==> config.mk <==
export PLATFORM = sky130hd
export DESIGN_NAME = hilo_div_ctrl
export DESIGN_NICKNAME = d
export VERILOG_FILES = /design/src/rtl/hilo_div_ctrl_pkg.sv /design/src/rtl/hilo_div_ctrl.sv
export SDC_FILE = /design/constraint.sdc
export NUM_CORES = 1
export LEC_CHECK = 0
export CAP_MARGIN = 20
export CORE_UTILIZATION = 35
export DETAILED_ROUTE_END_ITERATION = 8
export GPL_ROUTABILITY_DRIVEN = 0
export GPL_TIMING_DRIVEN = 0
export HOLD_SLACK_MARGIN = 0.1
export PLACE_DENSITY = 0.7
export SLEW_MARGIN = 10
export SYNTH_ARGS = -nofsm -noshare
export SYNTH_HDL_FRONTEND = slang
export SYNTH_SLANG_ARGS = --single-unit
==> constraint.sdc <==
create_clock -name clk -period 7.3 [get_ports clk]
set_input_delay 1.095 -clock clk [delete_from_list [all_inputs] [get_ports clk]]
set_output_delay 1.095 -clock clk [all_outputs]
set_load 0.02 [all_outputs]
==> src/rtl/hilo_div_ctrl_pkg.sv <==
// Shared types and helpers for the HI/LO divide controller.
// Holds the FSM state encoding, default widths and sign/magnitude helpers.
package hilo_div_ctrl_pkg;

  localparam int WIDTH_DEF = 32;
  localparam int DIV_ITER  = 32;

  typedef enum logic [1:0] {
    ST_IDLE   = 2'd0,
    ST_LAUNCH = 2'd1,
    ST_WAIT   = 2'd2,
    ST_FIX    = 2'd3
  } div_state_e;

  // Two's-complement negate, modulo 2^WIDTH_DEF.
  function automatic logic [WIDTH_DEF-1:0] neg_val(input logic [WIDTH_DEF-1:0] x);
    return ~x + {{(WIDTH_DEF-1){1'b0}}, 1'b1};
  endfunction

  // Unsigned magnitude; the most negative value maps onto itself.
  function automatic logic [WIDTH_DEF-1:0] abs_val(input logic [WIDTH_DEF-1:0] x,
                                                   input logic is_signed);
    if (is_signed && x[WIDTH_DEF-1]) begin
      return neg_val(x);
    end else begin
      return x;
    end
  endfunction

endpackage

==> src/rtl/hilo_div_ctrl.sv <==
// HI/LO divide controller: sequences an external unsigned iterative divider for
// DIV/DIVU, applies sign fix-up, and owns the architectural HI/LO registers.
module hilo_div_ctrl
  import hilo_div_ctrl_pkg::*;
#(
  parameter int WIDTH       = WIDTH_DEF,
  parameter int DIV_TIMEOUT = 40
) (
  input  logic             clk,
  input  logic             reset,
  input  logic             op_valid,
  input  logic             op_signed,
  input  logic [WIDTH-1:0] op_a,
  input  logic [WIDTH-1:0] op_b,
  input  logic             mthi_we,
  input  logic             mtlo_we,
  input  logic [WIDTH-1:0] wdata,
  output logic [WIDTH-1:0] hi,
  output logic [WIDTH-1:0] lo,
  output logic             stall,
  output logic             div_zero,
  output logic             div_timeout,
  output logic             div_start,
  output logic [WIDTH-1:0] div_dividend,
  output logic [WIDTH-1:0] div_divisor,
  input  logic             div_busy,
  input  logic [WIDTH-1:0] div_q,
  input  logic [WIDTH-1:0] div_r
);

  localparam int WCW = $clog2(DIV_TIMEOUT + 1);

  div_state_e       state_r, state_s;
  logic [WIDTH-1:0] a_mag_r, b_mag_r;
  logic             q_neg_r, r_neg_r;
  logic             seen_busy_r;
  logic [WCW-1:0]   wait_cnt_r;
  logic [WIDTH-1:0] hi_r, lo_r;
  logic             div_zero_r, div_timeout_r;
  logic             stall_s, start_s;
  logic             accept_s, zero_s, done_s, tmo_s;
  logic             sa_s, sb_s;

  assign sa_s     = op_signed & op_a[WIDTH-1];
  assign sb_s     = op_signed & op_b[WIDTH-1];
  assign accept_s = (state_r == ST_IDLE) && op_valid && (op_b != {WIDTH{1'b0}});
  assign zero_s   = (state_r == ST_IDLE) && op_valid && (op_b == {WIDTH{1'b0}});
  // Completion needs a busy phase first so a late-starting divider is not mistaken for done.
  assign done_s   = (state_r == ST_WAIT) && seen_busy_r && !div_busy;
  assign tmo_s    = (state_r == ST_WAIT) && !done_s && (wait_cnt_r == WCW'(DIV_TIMEOUT - 1));

  // State register.
  always_ff @(posedge clk or posedge reset) begin
    if (reset) begin
      state_r <= ST_IDLE;
    end else begin
      state_r <= state_s;
    end
  end

  // Next-state, stall and start decode.
  always_comb begin
    state_s = state_r;
    stall_s = 1'b0;
    start_s = 1'b0;
    case (state_r)
      ST_IDLE: begin
        if (accept_s) begin
          state_s = ST_LAUNCH;
          stall_s = 1'b1;
        end else begin
          state_s = ST_IDLE;
        end
      end
      ST_LAUNCH: begin
        state_s = ST_WAIT;
        stall_s = 1'b1;
        start_s = 1'b1;
      end
      ST_WAIT: begin
        stall_s = 1'b1;
        if (done_s) begin
          state_s = ST_FIX;
        end else if (tmo_s) begin
          state_s = ST_IDLE;
        end else begin
          state_s = ST_WAIT;
        end
      end
      ST_FIX: begin
        state_s = ST_IDLE;
      end
      default: begin
        state_s = ST_IDLE;
      end
    endcase
  end

  // Operand latch, busy tracking and watchdog counter.
  always_ff @(posedge clk or posedge reset) begin
    if (reset) begin
      a_mag_r     <= {WIDTH{1'b0}};
      b_mag_r     <= {WIDTH{1'b0}};
      q_neg_r     <= 1'b0;
      r_neg_r     <= 1'b0;
      seen_busy_r <= 1'b0;
      wait_cnt_r  <= {WCW{1'b0}};
    end else begin
      case (state_r)
        ST_IDLE: begin
          if (accept_s) begin
            a_mag_r <= abs_val(op_a, op_signed);
            b_mag_r <= abs_val(op_b, op_signed);
            q_neg_r <= sa_s ^ sb_s;
            r_neg_r <= sa_s;
          end
        end
        ST_LAUNCH: begin
          seen_busy_r <= 1'b0;
          wait_cnt_r  <= {WCW{1'b0}};
        end
        ST_WAIT: begin
          seen_busy_r <= seen_busy_r | div_busy;
          wait_cnt_r  <= wait_cnt_r + {{(WCW-1){1'b0}}, 1'b1};
        end
        default: begin
          seen_busy_r <= seen_busy_r;
        end
      endcase
    end
  end

  // Architectural HI/LO: moves only in IDLE, results only in FIX.
  always_ff @(posedge clk or posedge reset) begin
    if (reset) begin
      hi_r <= {WIDTH{1'b0}};
      lo_r <= {WIDTH{1'b0}};
    end else if (state_r == ST_IDLE) begin
      if (mthi_we) hi_r <= wdata;
      if (mtlo_we) lo_r <= wdata;
    end else if (state_r == ST_FIX) begin
      lo_r <= q_neg_r ? neg_val(div_q) : div_q;
      hi_r <= r_neg_r ? neg_val(div_r) : div_r;
    end
  end

  // Registered event pulses.
  always_ff @(posedge clk or posedge reset) begin
    if (reset) begin
      div_zero_r    <= 1'b0;
      div_timeout_r <= 1'b0;
    end else begin
      div_zero_r    <= zero_s;
      div_timeout_r <= tmo_s;
    end
  end

  assign hi           = hi_r;
  assign lo           = lo_r;
  assign stall        = stall_s & ~reset;
  assign div_start    = start_s;
  assign div_dividend = a_mag_r;
  assign div_divisor  = b_mag_r;
  assign div_zero     = div_zero_r;
  assign div_timeout  = div_timeout_r;

endmodule

# == Yosys cells after proc, flatten, opt, wreduce, memory -nomap -nowiden ==
# Cells that the tools add are included.
# W data, S select, Z words.
# op_classes
addsub,5
eq_ne,6
n_mux,19
n_bitwise,10
reduce_logical,20
# ops
cell,n
$mux W32,10
$add A32 B1 Y32 const B,4
$not A32 Y32,4
$logic_not A32 Y1,1
$reduce_bool A32 Y1,1
$pmux W6 S2,1
$logic_and A1 B1 Y1,9
$pmux W2 S4,1
$add A6 B1 Y6 const B,1
$eq A6 B6 Y1 const B,1
$reduce_and A2 Y1,3
$eq A2 B2 Y1 const B,2
$mux W2,2
$ne A2 B2 Y1 const B,2
$pmux W1 S2,2
$reduce_bool A2 Y1,2
$and A1 B1 Y1,3
$mux W1,3
$eq A2 B1 Y1 const B,1
$logic_not A1 Y1,2
$logic_not A2 Y1,1
$reduce_or A2 Y1,1
$not A1 Y1,1
$or A1 B1 Y1,1
$xor A1 B1 Y1,1
# word_totals
ff_bits,141
out_inout_bits,132
elab_cells,71

# == Logic depth before layout (Yosys ltp) ==
# Gate-level depths: netlist (run 1).
# logic_depth
depth_word,9
depth_mapped,11

# == Worst setup path after synthesis (run 1) ==
# Ideal clock, no wire load.
# synth_timing
kind,input to output
startpoint,input port op_b[4]
endpoint,output port stall
arrival_time_ns,3.183
t_required_ns,6.205
slack_ns,3.022
cell_stages,8
path_buffers,2
path_cell_list,or4_1 > buf_2 > or4_4 > or4_1 > buf_2 > o21ba_2 > nor2_1 > nor3_1
# synth_via
elab_chain_cells,5
# synth_rtl
element,line,rtl
"start, declared",hilo_div_ctrl.sv:14,"input logic [WIDTH-1:0] op_b,"
$reduce_bool A32 Y1,hilo_div_ctrl.sv:46,assign accept_s = (state_r == ST_IDLE) && op_valid && (op_b != {WIDTH{1'b0}});
$logic_and A1 B1 Y1,hilo_div_ctrl.sv:46,
$mux W1,hilo_div_ctrl.sv:68,if (accept_s) begin
$pmux W1 S2,hilo_div_ctrl.sv:66,case (state_r)
$and A1 B1 Y1,hilo_div_ctrl.sv:160,assign stall = stall_s & ~reset;
"end, declared",hilo_div_ctrl.sv:20,"output logic stall,"
# Every way passes these cells.

# == Final worst setup path (run 1) ==
# Same ends and word-level chain as after synthesis.

==> results of run 1 <==
==> cell usage in the layout (no fill, tap or decap), types with 34 or more instances in the layout <==
cell / synthesis / final
xor2_1: 61 / 61
nor2_1: 46 / 46
o21ai_0: 134 / 134
clkdlybuf4s50_1: 0 / 296
clkbuf_1: 34 / 34
xnor2_1: 54 / 54
dfrtp_1: 141 / 141
o31ai_1: 43 / 43
nand2_1: 151 / 151
a21oi_1: 36 / 36
==> per-stage QoR <==
stage / hold slack (ps) / worst slack (ps) / std cells
2_1_floorplan: 464 / 2420 / 942
3_3_place_gp: 459 / 91.6 / 1557
3_5_place_dp: 470 / 1780 / 1558
4_1_cts: 483 / 1780 / 1588
5_1_grt: 502 / 1650 / 1588
6_report: 477 / 1790 / 1588
==> flip-flops by register name, indices dropped and copies added, names as in the netlist <==
| register | cells |
|---|---|
| hi | 32 |
| wait_cnt_r | 6 |
| div_timeout | 1 |
| r_neg_r | 1 |
| state_r | 2 |
| q_neg_r | 1 |
| div_zero | 1 |
| lo | 32 |
| seen_busy_r | 1 |
| div_divisor | 32 |
| div_dividend | 32 |
==> synthesized netlist by cell type, types with 2 or more instances <==
library cell / n / area (um^2)
nand2_1: 151 / 567
dfrtp_1: 141 / 3530
o21ai_0: 134 / 671
xor2_1: 61 / 534
xnor2_1: 54 / 473
nor2_1: 46 / 173
o31ai_1: 43 / 323
a21oi_1: 36 / 180
clkbuf_1: 34 / 128
inv_1: 18 / 67.6
nor3_1: 17 / 85.1
or4_1: 16 / 120
o221ai_1: 14 / 123
mux2i_1: 13 / 130
nand2b_1: 13 / 81.3
nor4_1: 13 / 81.3
or3_1: 12 / 75.1
nor2b_1: 11 / 68.8
ha_1: 10 / 125
nand3_1: 10 / 50.1
o41ai_1: 10 / 87.6
o22ai_1: 9 / 56.3
buf_6: 8 / 90.1
a22oi_1: 6 / 45.0
a221oi_1: 5 / 43.8
buf_1: 5 / 18.8
a31oi_1: 4 / 25.0
and2_1: 4 / 25.0
and3_1: 4 / 25.0
clkbuf_2: 4 / 20.0
or2_2: 4 / 25.0
a211oi_1: 3 / 22.5
a32oi_1: 3 / 26.3
buf_2: 3 / 15.0
nand3b_1: 3 / 22.5
nor3b_1: 3 / 22.5
nand4_1: 2 / 12.5
or3b_2: 2 / 17.5
==> how the worst max path moves through the flow <==
stage / start / endpoint / slack [ps]
3_3_place_gp: reset / div_dividend[9] / 90
3_5_place_dp: op_b[4] / stall / 1780
6_report: op_b[4] / stall / 1790
2_1_floorplan: reset / div_dividend[0] / 2420
5_1_grt: op_b[0] / stall / 1650
4_1_cts: op_b[4] / stall / 1780
==> tightest hold or removal path: stages (launching register included) <==
cell and delay [ps]:
dfrtp_1 340, nand2_1 50, o21ai_0 60
==> power groups by stage <==
stage / registers (mW) / logic [mW] / clock network (mW)
after floorplan: 1.77 / 0.968 / 0
after global placement: 1.37 / 2.57 / 0
after detailed placement: 1.38 / 2.59 / 0
after CTS: 1.37 / 2.61 / 0.951
after global routing: 1.41 / 2.80 / 0.984
final: 1.37 / 2.59 / 0.942
==> routing by layer <==
layer / wire length [um] / vias up / track usage / share of wire
met5: 0 / - / 0 / 0
met4: 545 / 0 / 0.0770 / 0.019
met3: 2440 / 38 / 0.0600 / 0.083
met2: 14400 / 355 / 0.420 / 0.49
met1: 12000 / 3919 / 0.286 / 0.41
li1: - / 3997 / - / -
==> cells by family after synthesis <==
| logic type | Yosys count | synth area share |
|---|---|---|
| fa+ha+maj | 10 | 0.0150 |
| compound gates | 274 | 0.201 |
| flops | 141 | 0.424 |
| xor+xnor | 115 | 0.121 |
| buf+inv | 73 | 0.0426 |
| mux | 14 | 0.0170 |
| simple gates | 315 | 0.179 |
==> layout make-up <==
class / instances / area (um^2) / share of cell area
plain buffers: 55 / 287 / 0.0232
inverters: 18 / 75.1 / 0.00609
flip-flops and latches: 141 / 3530 / 0.286
well taps: 319 / 399 / 0.0324
multi-input cells: 728 / 4440 / 0.360
repair buffers: 297 / 2990 / 0.242
clock buffers: 17 / 425 / 0.0345
clock inverters: 13 / 191 / 0.0155
==> results.py, run 1 <==
metrics = {
    "cts": {
        "cts_resized": 0,
        "cts_hold_buf": 0,
        "post_cts_buffers": 0,
        "numCtsBuffers": 17,
        "clk_latency_ps": 420,
        "htree_num_levels": 4,
        "cts_tree": "yes",
        "clockBufferDepth": 2,
        "clock-sinks": 141,
        "cts-root-buf": "clkbuf_16",
        "cts.clk_slew.worst_paths_ps": 60,
    },
    "grt": {
        "grt_max_degree": 72,
        "grt_pass1_wl_um": 44700,
        "antenna_found_initial": 0,
        "grt_overflow_total": 0,
        "grt_pass1_vias": 8113,
        "grtUsageTotal": 0.240,
    },
    "logic_synthesis": {
        "synth_seq_cells": 141,
        "async_flop_share": 1.00,
        "netlist_area_um2": 8320,
        "syn_inst": 942,
        "synth_edf_count": 0,
        "synth_fp_nets": 1119,
        "synth_cell_types": 51,
        "ys_warn_count": 0,
        "synth_ff_type": "dfrtp_1",
        "syn_avg_cell_area_um2": 8.83,
        "ys_seq_area_frac": 0.424,
    },
    "setup_path": {
        "arrival_ps": 4410,
        "required_ps": 6200,
        "cp-end-kind": "primary output",
        "crit_buf_inv": 4,
        "crit_path_max_fanout": 8,
        "rr_endpoint": "hi[11]",
        "critPathSlowestCell": "or4_1",
        "start_kind": "primary input",
        "r2r_cells": 9,
        "r2r_slack_ps": 4090,
        "rr_startpoint": "state_r[1]",
        "crit_path_max_incr_delay_ps": 550,
        "cp.depth": 10,
        "crit_family": "simple AND/OR/NAND/NOR gates",
        "crit_chain": "clkdlybuf4s50_1, or4_1, buf_2, or4_4, or4_1, buf_2, o21ba_2, nor2_1, nor3_1, clkdlybuf4s50_1",
        "worstSetupPathType": "primary input to primary output",
    },
    "power_and_ir_drop": {
        "seq_power_share": 0.279,
        "combinationalPowerShare": 0.529,
        "pwr-share-clk": 0.192,
        "p_sw_frac": 0.416,
        "leakage_nw": 4.82,
        "p_int_mw": 2.86,
        "power_switching_mw": 2.04,
        "max-vdd-ir-drop_v": 0.000167,
        "power_mw": 4.90,
        "p_per_area_nw_per_um2": 397,
    },
    "detailed_routing": {
        "num_vias": 8309,
        "drcViolationCount": 0,
        "drt_wl_total_um": 29400,
        "antenna_left": 0,
        "via_per_inst": 5.23,
        "drt-pass1-iter-count": 5,
        "drt_iter0_markers": 449,
        "wire_per_inst_um": 18.5,
    },
    "timing": {
        "fmax_ghz": 0.182,
        "timing.final.crit_share": 0.755,
        "hold_viol": 0,
        "finalSetupViolCount": 0,
        "tns_ps": 0,
        "min_period_ps": 5510,
        "rsz0062_at_grt": "no",
        "tightest_slew_ps": 982,
        "finalClockSkew_ps": 9.11,
        "slew_viol_final": 0,
        "relSlewSlack": 0.339,
    },
    "layout": {
        "diodes": 0,
        "drive_gt1_frac": 0.0473,
        "num-nets-final": 1435,
        "final_util": 0.527,
        "fillCellCount": 2229,
        "syn2layout_area_growth_pct": 48.2,
        "design_area_um2": 12300,
    },
    "placement": {
        "post_dp_cell_area_um2": 11700,
        "portBuffers": 296,
        "dp_hpwl_um": 22800,
    },
    "floorplanning": {
        "die_area_um2": 24400,
        "io_pins": 299,
        "die_w_um": 156,
        "std_cell_rows": 56,
        "start_util": 0.356,
        "dieHeight_um": 156,
        "coreArea_um2": 23400,
    },
    "worst_hold_path": {
        "hold_start": "div_divisor[12]",
        "hold_path_depth": 2,
        "min_to": "div_divisor[12]",
        "hp-class": "flop to flop",
    },
    "flow_run": {
        "max_cap_viol_count": 0,
    },
    "run_status": {
        "status": "completed",
    },
}
Note: power is estimated with default switching activity, not from simulation.
==> run 2, diff against run 1 <==
Settings changed: PLACE_DENSITY 0.7 to 0.73.
Clock period 7.3 ns to 4.8 ns, I/O delays scaled along.
==> run 2 against run 1 <==
Effect of this change:
- critical path depth rose by 1
- critical path type unchanged
- highest routed layer unchanged
- global-route usage up 0.30 points
- register-to-register slack lost 2500 ps
- largest cell class unchanged
- worst setup slack lost 1400 ps
==> results.py, run 2 (synthesis gave the netlist of run 1 again) <==
metrics = {
    "run_status": {
        "status": "completed",
    },
    "floorplanning": {
        "std_cell_rows": 56,
        "dieHeight_um": 156,
        "die_w_um": 156,
        "io_pins": 299,
        "coreArea_um2": 23400,
        "start_util": 0.356,
        "die_area_um2": 24400,
    },
    "setup_path": {
        "required_ps": 4080,
        "arrival_ps": 3710,
        "cp-end-kind": "primary output",
        "r2r_slack_ps": 1640,
        "worstSetupPathType": "primary input to primary output",
        "rr_startpoint": "state_r[0]",
        "r2r_cells": 9,
        "rr_endpoint": "hi[12]",
        "crit_path_max_fanout": 8,
        "start_kind": "primary input",
    },
    "grt": {
        "grt_overflow_total": 0,
        "antenna_found_initial": 0,
        "grtUsageTotal": 0.243,
        "grt_max_degree": 81,
        "grt_pass1_wl_um": 45500,
        "grt_pass1_vias": 8409,
    },
    "cts": {
        "htree_num_levels": 4,
        "numCtsBuffers": 17,
        "clk_latency_ps": 430,
        "cts.clk_slew.worst_paths_ps": 60,
        "cts_hold_buf": 0,
        "post_cts_buffers": 0,
        "clock-sinks": 141,
        "clockBufferDepth": 2,
        "cts-root-buf": "clkbuf_16",
        "cts_resized": 0,
        "cts_tree": "yes",
    },
    "flow_run": {
        "max_cap_viol_count": 0,
    },
    "timing": {
        "rsz0062_at_grt": "no",
        "finalClockSkew_ps": 10.4,
        "timing.final.crit_share": 0.924,
        "hold_viol": 0,
        "tns_ps": 0,
        "slew_viol_final": 0,
        "min_period_ps": 4430,
        "fmax_ghz": 0.226,
        "tightest_slew_ps": 1050,
        "finalSetupViolCount": 0,
        "relSlewSlack": 0.292,
    },
    "detailed_routing": {
        "num_vias": 8398,
        "via_per_inst": 5.28,
        "drcViolationCount": 0,
        "antenna_left": 0,
        "routed-wl-met2_um": 14600,
        "drt_iter0_markers": 462,
        "wl_met3_um": 2580,
        "drt_wl_total_um": 29700,
        "met1_length_um": 12000,
        "highest_layer": "met4",
        "drt-pass1-iter-count": 5,
        "wire_per_inst_um": 18.7,
    },
    "layout": {
        "num-nets-final": 1436,
        "fillCellCount": 2239,
        "final-seq-area_um2": 3530,
        "mostFrequentLayoutCell": "clkdlybuf4s50_1",
        "mostFrequentLayoutCells": "clkdlybuf4s50_1, nand2_1, dfrtp_1",
        "syn2layout_area_growth_pct": 48.3,
        "drive_gt1_frac": 0.0480,
        "multi_input_area_um2": 4440,
        "fin_cells": 1591,
        "diodes": 0,
        "design_area_um2": 12300,
        "final_util": 0.527,
    },
    "worst_hold_path": {
        "min_to": "div_dividend[23]",
        "hold_start": "div_dividend[23]",
        "hp-class": "flop to flop",
        "hold_path_depth": 2,
    },
    "placement": {
        "portBuffers": 296,
        "dp_hpwl_um": 22900,
        "dp_cells": 1558,
        "post_dp_cell_area_um2": 11700,
    },
    "power_and_ir_drop": {
        "max-vdd-ir-drop_v": 0.000308,
        "p_per_area_nw_per_um2": 604,
        "leakage_nw": 4.84,
    },
}
run 2: how the worst max path moves through the flow:
stage               startpoint              end  cells past startpoint
finish                 op_b[0]            stall                     11
global route           op_b[0]            stall                     11
CTS                    op_b[4]            stall                     10
detailed placement     op_b[4]            stall                     10
global placement         reset           hi[28]                      2
floorplan                reset  div_dividend[0]                      1
run 2: final cells by class:
class | count | share of cell area
Buffer | 55 | 0.0232
Sequential cell | 141 | 0.286
Clock buffer | 19 | 0.0351
Inverter | 18 | 0.00608
Clock inverter | 13 | 0.0146
Multi-Input combinational cell | 728 | 0.360
Tap cell | 319 | 0.0323
Timing Repair Buffer | 298 | 0.243
run 2: metal layers:
metal	global-route usage	vias to the layer above
met5	0	-
met4	0.0803	0
met3	0.0667	44
met2	0.429	368
met1	0.282	3983
li1	-	4003
run 2: worst max-delay path, stage by stage:
cell	delay, ps
clkdlybuf4s50_1	440
inv_1	100
ha_1	170
or3b_2	520
or4_4	480
or4_1	400
buf_2	190
o21ba_2	260
nor2_1	130
nor3_1	60
dlymetal6s2s_1	220
run 2: power breakdown:
part,total [mW],internal [mW],switching (mW)
Combinational,3.96,1.73,2.23
Clock,1.42,0.834,0.589
Sequential,2.08,1.75,0.328
Total,7.46,4.31,3.14
run 2: stage by stage:
stage	setup WS, ps	total power, mW	hold WS [ps]
after floorplan	299	4.17	464
after global routing	262	7.91	506
final	366	7.46	477
after CTS	26.9	7.50	483
after global placement	-2050	6.00	459
after detailed placement	27.9	6.05	469
==> run 3, diff against run 2 <==
Settings changed: DONT_BUFFER_PORTS set to 1, PLACE_DENSITY 0.73 to 0.54.
Clock period 4.8 ns to 5.7 ns, I/O delays scaled along.
==> run 3 against run 2 <==
Effect of this change:
- first-iteration DRC count decreased by 6.9%
- critical path type unchanged
- die area unchanged
- design area decreased by 24%
- clock skew increased by 3.4 ps
- register-to-register slack improved by 970 ps
- via count decreased by 16%
- combinational power decreased by 59%
- hold slack got worse by 180 ps
- non-clock buffer count decreased by 297
- sequential cell count unchanged
- routed wire length decreased by 4.7%
- core utilization decreased by 13 points
==> results.py, run 3 (synthesis gave the netlist of run 1 again) <==
metrics = {
    "timing": {
        "whs_ps": 300,
        "tns_ps": 0,
        "min_period_ps": 4020,
        "rsz0062_at_grt": "no",
        "relSlewSlack": 0.271,
        "fmax_ghz": 0.249,
        "tightest_slew_ps": 1080,
        "slew_viol_final": 0,
        "hold_viol": 0,
        "finalClockSkew_ps": 13.8,
        "finalSetupViolCount": 0,
        "worst_slack_ps": 1680,
        "timing.final.crit_share": 0.706,
    },
    "grt": {
        "grtUsageTotal": 0.231,
        "grt_overflow_total": 0,
        "antenna_found_initial": 1,
        "grt_max_degree": 82,
        "grt_pass1_wl_um": 42300,
        "grt_pass1_vias": 6934,
    },
    "placement": {
        "portBuffers": 0,
        "dp_hpwl_um": 22200,
        "dp_cells": 1262,
        "post_dp_cell_area_um2": 8750,
        "dp_slack_ps": 1690,
    },
    "floorplanning": {
        "start_util": 0.356,
        "io_pins": 299,
        "coreArea_um2": 23400,
        "std_cell_rows": 56,
        "die_area_um2": 24400,
        "dieHeight_um": 156,
        "die_w_um": 156,
    },
    "power_and_ir_drop": {
        "p_per_area_nw_per_um2": 556,
        "leakage_nw": 3.67,
        "max-vdd-ir-drop_v": 0.000228,
    },
    "layout": {
        "mostFrequentLayoutCells": "nand2_1, dfrtp_1, o21ai_0",
        "syn2layout_area_growth_pct": 12.1,
        "num-nets-final": 1139,
        "diodes": 0,
        "drive_gt1_frac": 0.0636,
        "fin_cells": 1294,
        "mostFrequentLayoutCell": "nand2_1",
        "design_area_um2": 9330,
    },
    "setup_path": {
        "crit_start": "op_b[0]",
        "rr_startpoint": "state_r[1]",
        "arrival_ps": 3170,
        "crit_path_max_fanout": 8,
        "cp-end-kind": "primary output",
        "worstSetupPathType": "primary input to primary output",
        "required_ps": 4850,
        "start_kind": "primary input",
    },
    "cts": {
        "cts_hold_buf": 0,
        "clock-sinks": 141,
        "cts_resized": 0,
        "htree_num_levels": 4,
        "cts_tree": "yes",
        "cts-root-buf": "clkbuf_16",
        "post_cts_buffers": 0,
        "numCtsBuffers": 17,
        "clk_latency_ps": 430,
        "clockBufferDepth": 2,
        "cts.clk_slew.worst_paths_ps": 70,
    },
    "detailed_routing": {
        "wire_per_inst_um": 21.9,
        "num_vias": 7036,
        "drt_wl_total_um": 28300,
        "antenna_left": 0,
        "drt_iter0_markers": 430,
        "drcViolationCount": 0,
        "via_per_inst": 5.44,
        "drt-pass1-iter-count": 5,
    },
    "flow_run": {
        "max_cap_viol_count": 0,
    },
    "worst_hold_path": {
        "hp-class": "primary input to async pin",
    },
    "run_status": {
        "status": "completed",
    },
}
[run 3: metal layers]
| layer | global-route usage | share of wire | vias up |
|---|---|---|---|
| li1 | - | - | 3392 |
| met1 | 0.265 | 0.39 | 3334 |
| met2 | 0.390 | 0.48 | 285 |
| met3 | 0.109 | 0.12 | 25 |
| met4 | 0.0509 | 0.012 | 0 |
| met5 | 0 | 0 | - |
[run 3: worst max-delay path, cell delays in order]
cell     delay, ps
inv_1           50
ha_1           170
or3b_2         520
or4_4          480
or4_1          400
buf_2          190
o21ba_2        270
nor2_1         110
nor3_1         120
[run 3: power by group]
group / switching (mW) / internal [mW]
logic: 1.01 / 0.624
clock network: 0.508 / 0.618
registers: 0.959 / 1.47
[run 3: cell type report]
| cell class | count | area (um^2) |
|---|---|---|
| timing repair buffer | 1 | 27.5 |
| clock inverter | 15 | 150 |
| multi-input combinational | 728 | 4440 |
| inverter | 18 | 75.1 |
| sequential | 141 | 3530 |
| tap | 319 | 399 |
| clock buffer | 17 | 425 |
| buffer | 55 | 287 |
| fill | 2468 | 14100 |
[run 3: worst paths after layout]
path,cells after the start,slack (ps),end
worst max-delay path,9,1680,stall
worst min-delay path,1,300,div_divisor[17]
worst max register to register,9,2610,hi[14]
worst min register to register,2,500,seen_busy_r
max in group asynchronous,2,4580,hi[24]
min in group clk,2,500,seen_busy_r
[run 3: stage by stage]
| step | total power [mW] | utilization |
|---|---|---|
| floorplan | 3.51 | - |
| global route | 5.54 | 0.399 |
| global placement | 4.08 | 0.373 |
| CTS | 5.25 | 0.399 |
| finish | 5.19 | 0.399 |
| detailed placement | 4.11 | 0.374 |
